===== config.mk =====
export PLATFORM = sky130hd
export DESIGN_NAME = uart_rx_param_flat
export DESIGN_NICKNAME = d
export VERILOG_FILES = /design/src/rtl/uart_rx_param_if.sv /design/src/rtl/uart_rx_param.sv /design/src/flat_wrapper.sv
export SDC_FILE = /design/constraint.sdc
export NUM_CORES = 1
export LEC_CHECK = 0
export BUFFER_PORTS_ARGS = -buffer_cell sky130_fd_sc_hd__buf_2
export CAP_MARGIN = 20
export CORE_MARGIN = 5
export CORE_UTILIZATION = 58
export DETAILED_ROUTE_END_ITERATION = 8
export MAX_ROUTING_LAYER = met4
export PLACE_DENSITY = 0.76
export SETUP_SLACK_MARGIN = 0.02
export SLEW_MARGIN = 5
export SYNTH_ARGS = -nofsm -noshare
export SYNTH_HDL_FRONTEND = slang
export SYNTH_SLANG_ARGS = --single-unit

===== constraint.sdc =====
create_clock -name sys_clk -period 2.2 [get_ports sys_clk]
set_clock_uncertainty 0.2 [all_clocks]
set_input_delay 0.22 -clock sys_clk [delete_from_list [all_inputs] [get_ports sys_clk]]
set_output_delay 0.22 -clock sys_clk [all_outputs]
set_load 0.01 [all_outputs]

===== src/rtl/uart_rx_param_if.sv =====
// Serial receiver bus: line/tick inputs, held word with valid/ack and error flags.
// master = receiver side, slave = line driver plus word consumer.
interface uart_rx_param_if #(
  parameter int DATA_WIDTH = 8
);
  logic                  baud_tick;
  logic                  rx_in;
  logic [DATA_WIDTH-1:0] rx_data;
  logic                  rx_valid;
  logic                  rx_ack;
  logic                  parity_err;
  logic                  frame_err;
  logic                  overrun_err;
  logic                  busy;

  modport master (
    input  baud_tick,
    input  rx_in,
    input  rx_ack,
    output rx_data,
    output rx_valid,
    output parity_err,
    output frame_err,
    output overrun_err,
    output busy
  );

  modport slave (
    output baud_tick,
    output rx_in,
    output rx_ack,
    input  rx_data,
    input  rx_valid,
    input  parity_err,
    input  frame_err,
    input  overrun_err,
    input  busy
  );
endinterface


===== src/rtl/uart_rx_param.sv =====
// Parametrised UART receiver: oversampled 3-point majority bit decisions,
// held output word with valid/ack handshake and parity/frame/overrun flags.
module uart_rx_param #(
  parameter int DATA_WIDTH  = 8,
  parameter int PARITY_MODE = 1,
  parameter int STOP_BITS   = 1,
  parameter int OVERSAMPLE  = 16,
  parameter int SYNC_STAGES = 2
) (
  input logic            sys_clk,
  input logic            reset,
  uart_rx_param_if.master bus
);

  localparam int TW = $clog2(OVERSAMPLE);
  localparam int H  = OVERSAMPLE / 2;

  localparam logic [TW-1:0] T_S0  = TW'(H - 1);
  localparam logic [TW-1:0] T_S1  = TW'(H);
  localparam logic [TW-1:0] T_DEC = TW'(H + 1);
  localparam logic [TW-1:0] T_END = TW'(OVERSAMPLE - 1);
  localparam logic [3:0]    LAST_D = 4'(DATA_WIDTH - 1);
  localparam logic [3:0]    LAST_S = 4'(STOP_BITS - 1);

  typedef enum logic [2:0] {
    IDLE,
    START,
    DATA,
    PARITY,
    STOP
  } state_e;

  state_e state_q, state_d;

  logic [SYNC_STAGES-1:0] sync_q, sync_d;
  logic [TW-1:0]          tick_q, tick_d;
  logic [3:0]             bit_q, bit_d;
  logic [DATA_WIDTH-1:0]  shift_q, shift_d;
  logic [1:0]             smp_q, smp_d;
  logic                   par_q, par_d;
  logic                   fer_q, fer_d;
  logic                   done_q, done_d;

  logic [DATA_WIDTH-1:0]  data_q, data_d;
  logic                   valid_q, valid_d;
  logic                   perr_q, perr_d;
  logic                   ferr_q, ferr_d;
  logic                   ovr_q, ovr_d;

  logic rx_s;
  logic tick;
  logic dec;
  logic bend;
  logic maj;
  logic par_exp;

  assign sync_d  = {sync_q[SYNC_STAGES-2:0], bus.rx_in};
  assign rx_s    = sync_q[SYNC_STAGES-1];
  assign tick    = bus.baud_tick;
  assign dec     = tick && (tick_q == T_DEC);
  assign bend    = tick && (tick_q == T_END);
  assign maj     = (smp_q[0] & smp_q[1]) | (smp_q[0] & rx_s) | (smp_q[1] & rx_s);
  assign par_exp = (^shift_q) ^ (PARITY_MODE == 2);

  always_ff @(posedge sys_clk or negedge reset) begin
    if (!reset) begin
      state_q <= IDLE;
      sync_q  <= '1;
      tick_q  <= '0;
      bit_q   <= '0;
      shift_q <= '0;
      smp_q   <= '0;
      par_q   <= 1'b0;
      fer_q   <= 1'b0;
      done_q  <= 1'b0;
      data_q  <= '0;
      valid_q <= 1'b0;
      perr_q  <= 1'b0;
      ferr_q  <= 1'b0;
      ovr_q   <= 1'b0;
    end else begin
      state_q <= state_d;
      sync_q  <= sync_d;
      tick_q  <= tick_d;
      bit_q   <= bit_d;
      shift_q <= shift_d;
      smp_q   <= smp_d;
      par_q   <= par_d;
      fer_q   <= fer_d;
      done_q  <= done_d;
      data_q  <= data_d;
      valid_q <= valid_d;
      perr_q  <= perr_d;
      ferr_q  <= ferr_d;
      ovr_q   <= ovr_d;
    end
  end

  always_comb begin
    state_d = state_q;
    unique case (state_q)
      IDLE: begin
        if (tick && !rx_s) state_d = START;
      end
      START: begin
        if (dec && maj)  state_d = IDLE;
        else if (bend)   state_d = DATA;
      end
      DATA: begin
        if (bend && bit_q == LAST_D)
          state_d = (PARITY_MODE != 0) ? PARITY : STOP;
      end
      PARITY: begin
        if (bend) state_d = STOP;
      end
      STOP: begin
        // leave at the decision point so the next start edge is caught early
        if (dec && bit_q == LAST_S) state_d = IDLE;
      end
      default: state_d = IDLE;
    endcase
  end

  always_comb begin
    tick_d   = tick_q;
    bit_d    = bit_q;
    shift_d  = shift_q;
    smp_d    = smp_q;
    par_d    = par_q;
    fer_d    = fer_q;
    done_d   = 1'b0;
    bus.busy = (state_q != IDLE);

    if (tick) begin
      if (state_q == IDLE) begin
        if (!rx_s) begin
          tick_d = '0;
          bit_d  = '0;
          fer_d  = 1'b0;
        end
      end else begin
        tick_d = bend ? '0 : tick_q + 1'b1;
        if (tick_q == T_S0) smp_d[0] = rx_s;
        if (tick_q == T_S1) smp_d[1] = rx_s;
        if (state_q == DATA) begin
          if (dec)  shift_d = {maj, shift_q[DATA_WIDTH-1:1]};
          if (bend) bit_d   = (bit_q == LAST_D) ? 4'd0 : bit_q + 4'd1;
        end
        if (state_q == PARITY && dec) par_d = maj;
        if (state_q == STOP) begin
          if (dec && !maj)            fer_d  = 1'b1;
          if (dec && bit_q == LAST_S) done_d = 1'b1;
          if (bend)                   bit_d  = bit_q + 4'd1;
        end
      end
    end
  end

  always_comb begin
    data_d  = data_q;
    valid_d = valid_q;
    perr_d  = perr_q;
    ferr_d  = ferr_q;
    ovr_d   = ovr_q;
    if (done_q) begin
      if (!valid_q || bus.rx_ack) begin
        data_d  = shift_q;
        perr_d  = (PARITY_MODE != 0) && (par_q != par_exp);
        ferr_d  = fer_q;
        valid_d = 1'b1;
        if (bus.rx_ack) ovr_d = 1'b0;
      end else begin
        ovr_d = 1'b1;
      end
    end else if (bus.rx_ack && valid_q) begin
      valid_d = 1'b0;
      ovr_d   = 1'b0;
    end
  end

  assign bus.rx_data     = data_q;
  assign bus.rx_valid    = valid_q;
  assign bus.parity_err  = perr_q;
  assign bus.frame_err   = ferr_q;
  assign bus.overrun_err = ovr_q;

endmodule


===== src/flat_wrapper.sv =====
// flat-port wrapper written by rule: the top's interface ports become plain ports
module uart_rx_param_flat 
#(
  parameter int DATA_WIDTH  = 8,
  parameter int PARITY_MODE = 1,
  parameter int STOP_BITS   = 1,
  parameter int OVERSAMPLE  = 16,
  parameter int SYNC_STAGES = 2
)
  (sys_clk, reset, bus_baud_tick, bus_rx_in, bus_rx_ack, bus_rx_data, bus_rx_valid, bus_parity_err, bus_frame_err, bus_overrun_err, bus_busy);
  uart_rx_param_if #(.DATA_WIDTH(DATA_WIDTH)) bus_i ();
  input logic sys_clk;
  input logic reset;
  input wire logic [$bits(bus_i.baud_tick)-1:0] bus_baud_tick;
  input wire logic [$bits(bus_i.rx_in)-1:0] bus_rx_in;
  input wire logic [$bits(bus_i.rx_ack)-1:0] bus_rx_ack;
  output wire logic [$bits(bus_i.rx_data)-1:0] bus_rx_data;
  output wire logic [$bits(bus_i.rx_valid)-1:0] bus_rx_valid;
  output wire logic [$bits(bus_i.parity_err)-1:0] bus_parity_err;
  output wire logic [$bits(bus_i.frame_err)-1:0] bus_frame_err;
  output wire logic [$bits(bus_i.overrun_err)-1:0] bus_overrun_err;
  output wire logic [$bits(bus_i.busy)-1:0] bus_busy;
  assign bus_i.baud_tick = bus_baud_tick;
  assign bus_i.rx_in = bus_rx_in;
  assign bus_i.rx_ack = bus_rx_ack;
  assign bus_rx_data = bus_i.rx_data;
  assign bus_rx_valid = bus_i.rx_valid;
  assign bus_parity_err = bus_i.parity_err;
  assign bus_frame_err = bus_i.frame_err;
  assign bus_overrun_err = bus_i.overrun_err;
  assign bus_busy = bus_i.busy;
  uart_rx_param #(.DATA_WIDTH(DATA_WIDTH), .PARITY_MODE(PARITY_MODE), .STOP_BITS(STOP_BITS), .OVERSAMPLE(OVERSAMPLE), .SYNC_STAGES(SYNC_STAGES)) u_core (.sys_clk(sys_clk), .reset(reset), .bus(bus_i));
endmodule

; ---- Word level (Yosys, flattened, before mapping)
; Index checks and enable logic that the tools add are counted.
; W data, S select, Z words.
[totals]
in_bits = 5
out_inout_bits = 13
ff_bits = 38
elab_cells = 101
[classes]
n_reduce_logical = 30
n_bitwise = 6
eq_ne = 18
muxes = 30
add_sub_neg = 2
[op_table]
columns = cell, n
row1 = $mux W4, 9
row2 = $mux W3, 6
row3 = $pmux W3 S5, 1
row4 = $mux W1, 14
row5 = $eq A4 B4 Y1 const B, 3
row6 = $logic_and A1 B1 Y1, 9
row7 = $reduce_and A3 Y1, 3
row8 = $add A4 B1 Y4 const B, 2
row9 = $eq A4 B3 Y1 const B, 2
row10 = $ne A2 B1 Y1 const B, 4
row11 = $reduce_and A2 Y1, 4
row12 = $reduce_and A4 Y1, 2
row13 = $reduce_xor A8 Y1, 1
row14 = $eq A3 B2 Y1 const B, 2
row15 = $reduce_bool A2 Y1, 3
row16 = $reduce_and A5 Y1, 1
row17 = $logic_not A4 Y1, 1
row18 = $ne A2 B2 Y1 const B, 2
row19 = $and A1 B1 Y1, 3
row20 = $eq A3 B1 Y1 const B, 1
row21 = $eq A3 B3 Y1 const B, 1
row22 = $logic_not A1 Y1, 3
row23 = $logic_not A3 Y1, 1
row24 = $ne A3 B1 Y1 const B, 1
row25 = 6 further kinds, 7

; ---- Longest topological paths before layout
; Gate-level depths: netlist of the first run.
[depth]
depth_word = 8
ltp_mapped = 6
mapped_depth_nobuf = 6

; ---- Least setup slack after synthesis of the first run
; Ideal clock, no wire load.
[synth_path]
kind = flip-flop to flip-flop
from = reg u_core.tick_q[1]
to = reg u_core.shift_q[0]
required_time_ps = 1875
stages_incl_launch_ff = 6
setup_slack_ps = 367
setup_time_ps = 125
arrival_time_ps = 1509
path_cell_list = dfrtp_1 -> inv_1 -> ha_1 -> nand4b_2 -> nor3_4 -> mux2_2
[synth_between]
elab_chain_len = 3
[synth_rtl]
columns = item, line_no
row1 = start: declaration, uart_rx_param.sv:36  ; logic [TW-1:0] tick_q, tick_d;
row2 = start signal: assignment, uart_rx_param.sv:84  ; tick_q <= tick_d;
row3 = $eq A4 B4 Y1, uart_rx_param.sv:60  ; assign dec = tick && (tick_q == T_DEC);
row4 = $logic_and A1 B1 Y1, uart_rx_param.sv:60
row5 = $reduce_and A4 Y1 (no line), n/a
row6 = end signal: assignment, uart_rx_param.sv:86  ; shift_q <= shift_d;
row7 = end: declaration, uart_rx_param.sv:38  ; logic [DATA_WIDTH-1:0] shift_q, shift_d;
; No other way between the ends.
; A chain may end at the register's enable or synchronous reset.

; ---- Worst setup path after layout of the first run
[layout_path]
from = reg u_core.tick_q[1]
to = reg u_core.shift_q[6]
; Same word-level chain as after synthesis.

==> key figures, run 1 <==
Synth
  • Top FF cell, synth: dfrtp_1
  • Gate count after technology mapping: 159
  • Top cells by area, synth: dfrtp_1 (48%), mux2_2 (11%), ha_1 (3.4%)
  • Distinct cell type count after synthesis: 45
  • FFs w/ async S/R, synth: 1.00
  • Post-synthesis xor/xnor area fraction: 0.0537
  • Post-synthesis mux area share: 0.115
  • Syn. warnings: 0
  • Main combinational cell family by area after synthesis: simple AND/OR/NAND/NOR gates
  • EDFF count, synth: 0
  • Commonest cells in the netlist: dfrtp_1 (36), mux2_2 (19), nand2_1 (11), o21ai_0 (11)
  • Synth top area share: 0.483
  • Adder-Cell Fraction of Synth Area: 0.0389
  • Seq/Total Area, Yosys: 0.511
  • Compound-cell area share of the yosys netlist: 0.106
  • Syn_area_per_cell: 11.7 um^2
  • Post-synthesis simple-gate area fraction: 0.152
  • Dominant cell by count in the synthesized netlist: dfrtp_1
  • Synthesis-stage register bit count: 38
  • Synth area leader: dfrtp_1
  • Synthesized Nets: 169
  • Mapped Area: 0.00186 mm^2

Clock network
  • CTS root buf: clkbuf_4
  • Cts hold-fix bufs: 3
  • CTS resizes: 0
  • TritonCTS Buffers: 5
  • CTS tree: yes
  • H-tree Lvls: 2
  • Post-CTS Setup Bufs: 0
  • Max clock buf depth: 2
  • Clock slew at reported path FFs: 0.10 ns
  • Clk Latency, worst-skew pair: 0.35 ns
  • CTS sink cnt: 38

Placed design
  • Pre-CTS setup slack: 0.165 ns
  • Area post-placement: 0.00200 mm^2
  • PortBufs: 17
  • Post-Place Cells: 218
  • HPWL after detailed placement: 2470 um
  • RD Place Congestion: 0.822

Power
  • Sequential Power Share: 0.600
  • Sw Ratio: 0.301
  • Sw power: 412 uW
  • Clock share of power: 0.250
  • Pwr Density: 659 mW/mm^2
  • Max VDD drop: 0.480 mV
  • Combinational Power Share: 0.151
  • Cell Int Power: 959 uW
  • LEAKAGE: 0.00106 uW

STA
  • Final setup TNS: 0 ns
  • Period utilization: 0.936
  • RSZ-0062 raised after global routing: no
  • Pins Over Slew Limit: 0
  • FMAX: 485 MHz
  • Slew @ Worst Pin: 0.798 ns
  • Setup ws final: 0.140 ns
  • Worst slew margin: 0.468
  • Count of final setup violators: 0
  • Min Clock Period, post-route: 2.06 ns
  • Final Hold Fails: 0

Global route
  • Antenna violations before repair: 0
  • Overflow after GRT: 0
  • Largest net degree at the start of global routing: 39
  • Number of global-route vias before repair: 1294
  • Global-route wire length before repair: 6270 um
  • GRT Util Overall: 0.197

Critical path
  • WP data arrival: 2.10 ns
  • CP startpoint: u_core.tick_q[1]$_DFFE_PN0P_
  • Internal reg-to-reg setup slack: 0.14 ns
  • Worst reg2reg endpoint: u_core.shift_q[6]$_DFFE_PN0P_
  • Cell depth of the worst flop-to-flop path: 5
  • Setup crit end kind: register
  • Worst setup path category: register to register
  • CP startpoint kind: register
  • Required @ worst endpoint: 2.24 ns
  • Worst r2r src: u_core.tick_q[1]$_DFFE_PN0P_
  • Worst Setup EP: u_core.shift_q[6]$_DFFE_PN0P_
  • Crit Path Max Fanout: 8

Worst hold path
  • Hold Path Stages: 4
  • HP Class: input port to register

Floorplanning
  • IO Pins: 18
  • Die W: 66.7 um
  • Die area: 0.00445 mm^2
  • Starting Density: 0.606
  • Die Ht: 66.7 um
  • Core Rows: 20
  • Core Area: 0.00308 mm^2

Routing
  • Routed Wire Length: 3500 um
  • Avg Vias per Cell: 5.63
  • DR WL/cell: 15.3 um
  • Routed Antenna Nets: 0
  • DR iter-0 viols: 64
  • First-pass iteration count of the detailed router: 4
  • Drt drc: 0
  • Vias post-DR: 1290

Finish
  • Fin cells: 229
  • Final non-filler cell area: 0.00208 mm^2
  • P&R area growth vs syn: 11.6%
  • Diodes inserted: 0
  • Share of cells above drive strength 1: 0.281
  • Final Util: 0.676
  • Final nets: 194

Flow run
  • Max Cap Viol: 0

Status
  • Status: finished, final reports clean
stage by stage:
| stage | hold slack (ns) | total power [uW] |
|---|---|---|
| 2_1_floorplan | -0.276 | 959 |
| 5_1_grt | 0.139 | 1470 |
| 4_1_cts | 0.0709 | 1390 |
| 3_3_place_gp | 0.127 | 1020 |
| 6_report | 0.0978 | 1370 |
| 3_5_place_dp | 0.127 | 1030 |
cells in the final DEF (no fill, tap or decap), types with 3 or more instances in the layout:
cell type | synthesis | final
xnor2_1 | 4 | 4
clkbuf_4 | 0 | 5
nor3_1 | 4 | 4
mux2_2 | 19 | 19
o31ai_1 | 4 | 4
a21oi_1 | 3 | 3
buf_2 | 1 | 17
dlygate4sd3_1 | 0 | 3
nand2b_1 | 5 | 5
nand2_1 | 11 | 11
ha_1 | 5 | 5
xor2_1 | 3 | 3
and3_1 | 3 | 3
o21ai_0 | 11 | 11
inv_1 | 6 | 6
dfrtp_1 | 36 | 36
nor2_1 | 6 | 6
cell families (layout without fill, tap and decap cells):
kind of cell | count (synthesis) | in the layout
mux | 19 | 19
fa+ha+maj | 6 | 6
xor+xnor | 9 | 9
buf+inv | 10 | 36
flops | 38 | 38
simple gates | 47 | 47
compound gates | 30 | 30
metal layers:
| layer | share of wire | routed length (um) | vias to the layer above | GRT usage |
|---|---|---|---|---|
| met5 | 0 | 0 | - | - |
| met3 | 0.047 | 166 | 8 | 0.0556 |
| met4 | 0.018 | 63 | 0 | 0.0838 |
| met2 | 0.48 | 1680 | 34 | 0.288 |
| met1 | 0.46 | 1590 | 632 | 0.257 |
| li1 | - | - | 616 | - |
sequential cells by signal, indices dropped and copies added (netlist names):
register / flops
u_core.smp_q: 2
u_core.fer_q: 1
u_core.tick_q: 4
u_core.state_q: 3
u_core.par_q: 1
u_core.shift_q: 8
u_core.bus.rx_data: 8
u_core.done_q: 1
u_core.bus.overrun_err: 1
u_core.bus.frame_err: 1
u_core.bus.parity_err: 1
u_core.bus.rx_valid: 1
u_core.sync_q: 2
u_core.bit_q: 4
cell type report:
cell class | count | area [um^2]
inverters | 6 | 22.5
repair buffers | 22 | 130
clock buffers | 6 | 41.3
flip-flops and latches | 38 | 953
fillers | 237 | 997
clock inverters | 2 | 10.0
multi-input cells | 111 | 868
well taps | 44 | 55.1
power groups by stage:
stage                     sequential, uW  clock (uW)  combinational [uW]
final                                822         343                 207
after global routing                 831         397                 238
after detailed placement             834           0                 200
after CTS                            819         364                 206
after floorplan                      806           0                 152
after global placement               827           0                 190
critical path, cell delays in order, from the launching register on:
cell and delay, ns:
dfrtp_1 0.43, inv_1 0.11, ha_1 0.17, nand4b_2 0.22, nor3_4 0.43, mux2_2 0.39
how the worst min path moves through the flow:
stage                        from                           end
floorplan                   reset   u_core.bit_q[0]$_DFFE_PN0P_
global placement        bus_rx_in    u_core.sync_q[0]$_DFF_PN1_
detailed placement      bus_rx_in    u_core.sync_q[0]$_DFF_PN1_
CTS                 bus_baud_tick  u_core.tick_q[3]$_DFFE_PN0P_
global route        bus_baud_tick  u_core.tick_q[3]$_DFFE_PN0P_
finish              bus_baud_tick  u_core.tick_q[3]$_DFFE_PN0P_
Power figures use the tool's default switching activity.
==> inputs of run 2 (changes only) <==
--- a/config.mk
+++ b/config.mk
@@ -7,8 +7,10 @@
 export LEC_CHECK = 0
 export BUFFER_PORTS_ARGS = -buffer_cell sky130_fd_sc_hd__buf_2
 export CAP_MARGIN = 20
+export CELL_PAD_IN_SITES_DETAIL_PLACEMENT = 1
+export CELL_PAD_IN_SITES_GLOBAL_PLACEMENT = 2
 export CORE_MARGIN = 5
-export CORE_UTILIZATION = 58
+export CORE_UTILIZATION = 39
 export DETAILED_ROUTE_END_ITERATION = 8
 export MAX_ROUTING_LAYER = met4
 export PLACE_DENSITY = 0.76
==> key figures, run 2 (synthesis gave the netlist of run 1 again) <==
Routing
  • First-pass iteration count of the detailed router: 4
  • Drt drc: 0
  • Routed Wire Length: 4080 um
  • Avg Vias per Cell: 5.62
  • Routed Antenna Nets: 0
  • Vias post-DR: 1349
  • DR WL/cell: 17.0 um
  • DR iter-0 viols: 23

Power
  • Sw Ratio: 0.250
  • LEAKAGE: 0.00110 uW
  • Combinational Power Share: 0.118
  • Sw power: 442 uW
  • Pwr Density: 800 mW/mm^2
  • Cell Int Power: 1320 uW
  • Clock share of power: 0.415
  • Sequential Power Share: 0.467
  • Final Total Pwr: 1760 uW
  • Max VDD drop: 0.492 mV

Worst hold path
  • HP Class: register to register
  • Hold path startpoint: u_core.sync_q[0]$_DFF_PN1_
  • Hold endpoint: u_core.sync_q[1]$_DFF_PN1_
  • Hold Path Stages: 0

Critical path
  • Worst setup path category: register to register
  • CP startpoint kind: register
  • Worst reg2reg endpoint: u_core.shift_q[3]$_DFFE_PN0P_
  • Setup crit end kind: register
  • Required @ worst endpoint: 2.17 ns
  • Crit-path slowest cell: dfrtp_1
  • Crit Path Max Fanout: 8
  • WP data arrival: 1.98 ns
  • Worst r2r src: u_core.tick_q[1]$_DFFE_PN0P_
  • CP peak stage delay: 0.41 ns
  • Internal reg-to-reg setup slack: 0.19 ns
  • Cell depth of the worst flop-to-flop path: 6
  • Crit-path cells: inv_1 > ha_1 > nand4b_2 > nor3_4 > buf_12 > mux2_2

Placed design
  • PortBufs: 17
  • RD Place Congestion: 0.888
  • HPWL after detailed placement: 2950 um

Clock network
  • Clock slew at reported path FFs: 0.07 ns
  • Max clock buf depth: 2
  • Clk Latency, worst-skew pair: 0.29 ns
  • CTS tree: yes
  • CTS resizes: 0
  • CTS sink cnt: 38
  • TritonCTS Buffers: 5
  • CTS root buf: clkbuf_8
  • H-tree Lvls: 2

Finish
  • Commonest cells after routing, fill and taps aside: dfrtp_1 (36), mux2_2 (19), buf_2 (17)
  • Diodes inserted: 0
  • Commonest non-fill, non-tap cell in the layout: dfrtp_1
  • Final Util: 0.470
  • P&R area growth vs syn: 18.3%
  • Share of cells above drive strength 1: 0.290
  • Final nets: 195

STA
  • Final setup TNS: 0 ns
  • Worst slew margin: 0.439
  • Period utilization: 0.913
  • Slew @ Worst Pin: 0.842 ns
  • Min Clock Period, post-route: 2.01 ns
  • Pins Over Slew Limit: 0
  • Count of final setup violators: 0
  • Final Hold Fails: 0
  • RSZ-0062 raised after global routing: no
  • FMAX: 498 MHz
  • Hold WS: 0.157 ns

Status
  • Status: finished, final reports clean

Global route
  • Largest net degree at the start of global routing: 39
  • Antenna violations before repair: 0
  • Overflow after GRT: 0
  • Number of global-route vias before repair: 1432
  • GRT Util Overall: 0.152
  • Global-route wire length before repair: 7140 um

Floorplanning
  • IO Pins: 18
  • Core Area: 0.00469 mm^2
  • Die area: 0.00626 mm^2
  • Core Rows: 25
  • Die Ht: 79.1 um
  • Starting Density: 0.397
  • Die W: 79.1 um

Flow run
  • Max Cap Viol: 0
run 2: cell count changes in the layout (fill, tap and decap cells not counted), sizes merged:
cell	before	now
buf	19	20
bufinv	0	2
clkinv	2	0
run 2: timing repair:
action,4_1_cts,5_1_grt
hold endpoints to repair,38,0
setup buffers,0,1
setup endpoints to repair,0,1
hold buffers,3,0
run 2: how the worst max path moves through the flow:
| stage | endpoint | from | slack (ns) | depth (start not counted) |
|---|---|---|---|---|
| 6_report | u_core.shift_q[3]$_DFFE_PN0P_ | u_core.tick_q[1]$_DFFE_PN0P_ | 0.19 | 6 |
| 5_1_grt | u_core.bit_q[3]$_DFFE_PN0P_ | u_core.state_q[1]$_DFFE_PN0P_ | 0.07 | 4 |
| 4_1_cts | u_core.shift_q[3]$_DFFE_PN0P_ | u_core.tick_q[1]$_DFFE_PN0P_ | 0.13 | 5 |
| 3_5_place_dp | u_core.shift_q[3]$_DFFE_PN0P_ | u_core.tick_q[1]$_DFFE_PN0P_ | 0.16 | 5 |
| 3_3_place_gp | u_core.shift_q[6]$_DFFE_PN0P_ | u_core.tick_q[1]$_DFFE_PN0P_ | 0.24 | 5 |
| 2_1_floorplan | u_core.shift_q[0]$_DFFE_PN0P_ | u_core.tick_q[1]$_DFFE_PN0P_ | 0.37 | 5 |
run 2: cell type report:
class / instances / area, um^2
tap: 54 / 67.6
timing repair buffer: 23 / 150
clock buffer: 6 / 82.6
multi-input combinational: 111 / 868
sequential: 38 / 953
clock inverter: 2 / 60.1
fill: 528 / 2490
inverter: 6 / 22.5
run 2: critical path, delay by kind of cell, from the launching register on:
kind / cells / cell delay, ns
adders and majority gates: 1 / 0.19
buffers and inverters: 2 / 0.27
DFF: 1 / 0.41
muxes: 1 / 0.33
and+or+nand+nor: 2 / 0.49
run 2: metal layers:
layer  part of all wire  track usage  vias up
met5                  0            -        -
met3              0.033       0.0385       11
li1                   -            -      621
met2               0.51        0.257       28
met4              0.024       0.0636        0
met1               0.44        0.170      689
run 2: power groups by stage:
stage          clock network [uW]  registers (uW)  logic [uW]
2_1_floorplan                   0             806         152
3_3_place_gp                    0             831         194
3_5_place_dp                    0             836         204
4_1_cts                       753             822         212
5_1_grt                       799             832         233
6_report                      731             824         208
run 2: metrics by stage:
step	cell area, um^2	cells	worst slack, ns
detailed placement	2010	228	0.161
global route	2200	240	0.0733
global placement	2010	228	0.240
finish	2200	240	0.191
floorplan	1860	159	0.367
CTS	2180	239	0.127
==> inputs of run 3 (changes only) <==
--- a/config.mk
+++ b/config.mk
@@ -5,10 +5,12 @@
 export SDC_FILE = /design/constraint.sdc
 export NUM_CORES = 1
 export LEC_CHECK = 0
+export ABC_CLOCK_PERIOD_IN_PS = 2200
 export BUFFER_PORTS_ARGS = -buffer_cell sky130_fd_sc_hd__buf_2
 export CAP_MARGIN = 20
 export CELL_PAD_IN_SITES_DETAIL_PLACEMENT = 1
 export CELL_PAD_IN_SITES_GLOBAL_PLACEMENT = 2
+export CORE_ASPECT_RATIO = 0.5
 export CORE_MARGIN = 5
 export CORE_UTILIZATION = 39
 export DETAILED_ROUTE_END_ITERATION = 8
==> key figures, run 3 (synthesis gave the netlist of run 1 again) <==
Floorplanning
  • IO Pins: 18
  • Starting Density: 0.413
  • Die area: 0.00635 mm^2
  • Core Area: 0.00451 mm^2
  • Die W: 108 um
  • Die Ht: 58.9 um
  • Core Rows: 17

Global route
  • Overflow after GRT: 0
  • Global-route wire length before repair: 6640 um
  • Largest net degree at the start of global routing: 39
  • Antenna violations before repair: 0
  • Number of global-route vias before repair: 1386
  • GRT Util Overall: 0.139

Power
  • Sw Ratio: 0.290
  • LEAKAGE: 0.00107 uW
  • Combinational Power Share: 0.138
  • Sequential Power Share: 0.553
  • Cell Int Power: 1060 uW
  • Max VDD drop: 0.290 mV
  • Clock share of power: 0.308
  • Pwr Density: 696 mW/mm^2
  • Sw power: 431 uW

Routing
  • Drt drc: 0
  • First-pass iteration count of the detailed router: 4
  • Routed Antenna Nets: 0
  • DR WL/cell: 15.5 um
  • DR iter-0 viols: 49
  • Routed Wire Length: 3900 um
  • Vias post-DR: 1293
  • Avg Vias per Cell: 5.15

Finish
  • Commonest non-fill, non-tap cell in the layout: dfrtp_1
  • Commonest cells after routing, fill and taps aside: dfrtp_1 (36), mux2_2 (19), buf_2 (17)
  • Diodes inserted: 0
  • Fill cells: 523
  • Fin cells: 251
  • P&R area growth vs syn: 14.8%
  • Final nets: 194
  • Share of cells above drive strength 1: 0.281

Clock network
  • Clk Latency, worst-skew pair: 0.28 ns
  • Post-CTS Setup Bufs: 0
  • Max clock buf depth: 2
  • Clock slew at reported path FFs: 0.07 ns
  • H-tree Lvls: 2
  • CTS tree: yes
  • CTS sink cnt: 38
  • CTS root buf: clkbuf_8
  • TritonCTS Buffers: 5

Critical path
  • Crit Path Max Fanout: 8
  • CP startpoint kind: register
  • Crit-path cells: inv_1 > ha_1 > nand4b_2 > nor3_4 > mux2_2
  • WP data arrival: 1.99 ns
  • Setup crit end kind: register
  • Required @ worst endpoint: 2.17 ns
  • Crit-path slowest cell: dfrtp_1
  • CP peak stage delay: 0.42 ns
  • Worst setup path category: register to register

STA
  • Hold WS: 0.154 ns
  • Min Clock Period, post-route: 2.02 ns
  • FMAX: 496 MHz
  • Worst slew margin: 0.415
  • RSZ-0062 raised after global routing: no
  • Period utilization: 0.917
  • Final Hold Fails: 0
  • Slew @ Worst Pin: 0.878 ns
  • Final setup TNS: 0 ns
  • Count of final setup violators: 0
  • Pins Over Slew Limit: 0

Placed design
  • PortBufs: 17
  • HPWL after detailed placement: 2790 um
  • RD Place Congestion: 0.758
  • Post-Place Cells: 240

Status
  • Status: finished, final reports clean

Flow run
  • Max Cap Viol: 0

Worst hold path
  • HP Class: register to register
## run 3: area by class of cell
class | instances | area, um^2 | share of cell area
flip-flops and latches | 38 | 953 | 0.446
repair buffers | 22 | 130 | 0.0608
clock buffers | 6 | 72.6 | 0.0339
well taps | 66 | 82.6 | 0.0386
multi-input cells | 111 | 868 | 0.406
clock inverters | 2 | 10.0 | 0.00468
inverters | 6 | 22.5 | 0.0105
## run 3: repair_timing
action / in CTS / in global routing
resized for setup: 0 / 0
endpoints found under the setup margin: 0 / 0
endpoints found under the hold margin: 38 / 0
hold buffers: 3 / 0
## run 3: worst max-delay path: cells and delay by family, from the launching register on
kind,cells,cell delay [ns]
multiplexers,1,0.38
flip-flops,1,0.42
AND/OR/NAND/NOR,2,0.63
adder cells (fa/ha/maj),1,0.16
buffers and inverters,1,0.11
## run 3: per-stage QoR
step	utilization	setup slack [ns]	total power [uW]	instance area (um^2)
after floorplan	-	0.367	959	1860
after global placement	0.450	0.230	1030	2030
after detailed placement	0.450	0.171	1040	2030
after CTS	0.474	0.153	1520	2140
after global routing	0.474	0.0536	1590	2140
final	0.474	0.182	1490	2140
## run 3: per-layer routing
layer | global-route usage | wire length, um | vias to the layer above
met5 | - | 0 | -
met4 | 0.0486 | 45 | 0
met3 | 0.0361 | 132 | 5
met2 | 0.218 | 1850 | 22
met1 | 0.177 | 1880 | 653
li1 | - | - | 613
## run 3: worst paths after layout
path | start | to | slack [ns] | cells after the start
setup / recovery | u_core.tick_q[1]$_DFFE_PN0P_ | u_core.shift_q[1]$_DFFE_PN0P_ | 0.18 | 5
hold / removal | u_core.sync_q[0]$_DFF_PN1_ | u_core.sync_q[1]$_DFF_PN1_ | 0.15 | 0
setup reg to reg | u_core.tick_q[1]$_DFFE_PN0P_ | u_core.shift_q[1]$_DFFE_PN0P_ | 0.18 | 5
hold reg to reg | u_core.sync_q[0]$_DFF_PN1_ | u_core.sync_q[1]$_DFF_PN1_ | 0.15 | 0
max in group asynchronous | reset | u_core.tick_q[0]$_DFFE_PN0P_ | 0.85 | 2
min in group asynchronous | reset | u_core.bus.parity_err$_DFFE_PN0P_ | 0.40 | 2
## run 3: power groups by stage
stage	clock [uW]	sequential, uW	combinational, uW
floorplan	0	806	152
global placement	0	836	196
detailed placement	0	839	206
CTS	486	826	210
global route	518	836	236
finish	459	824	206
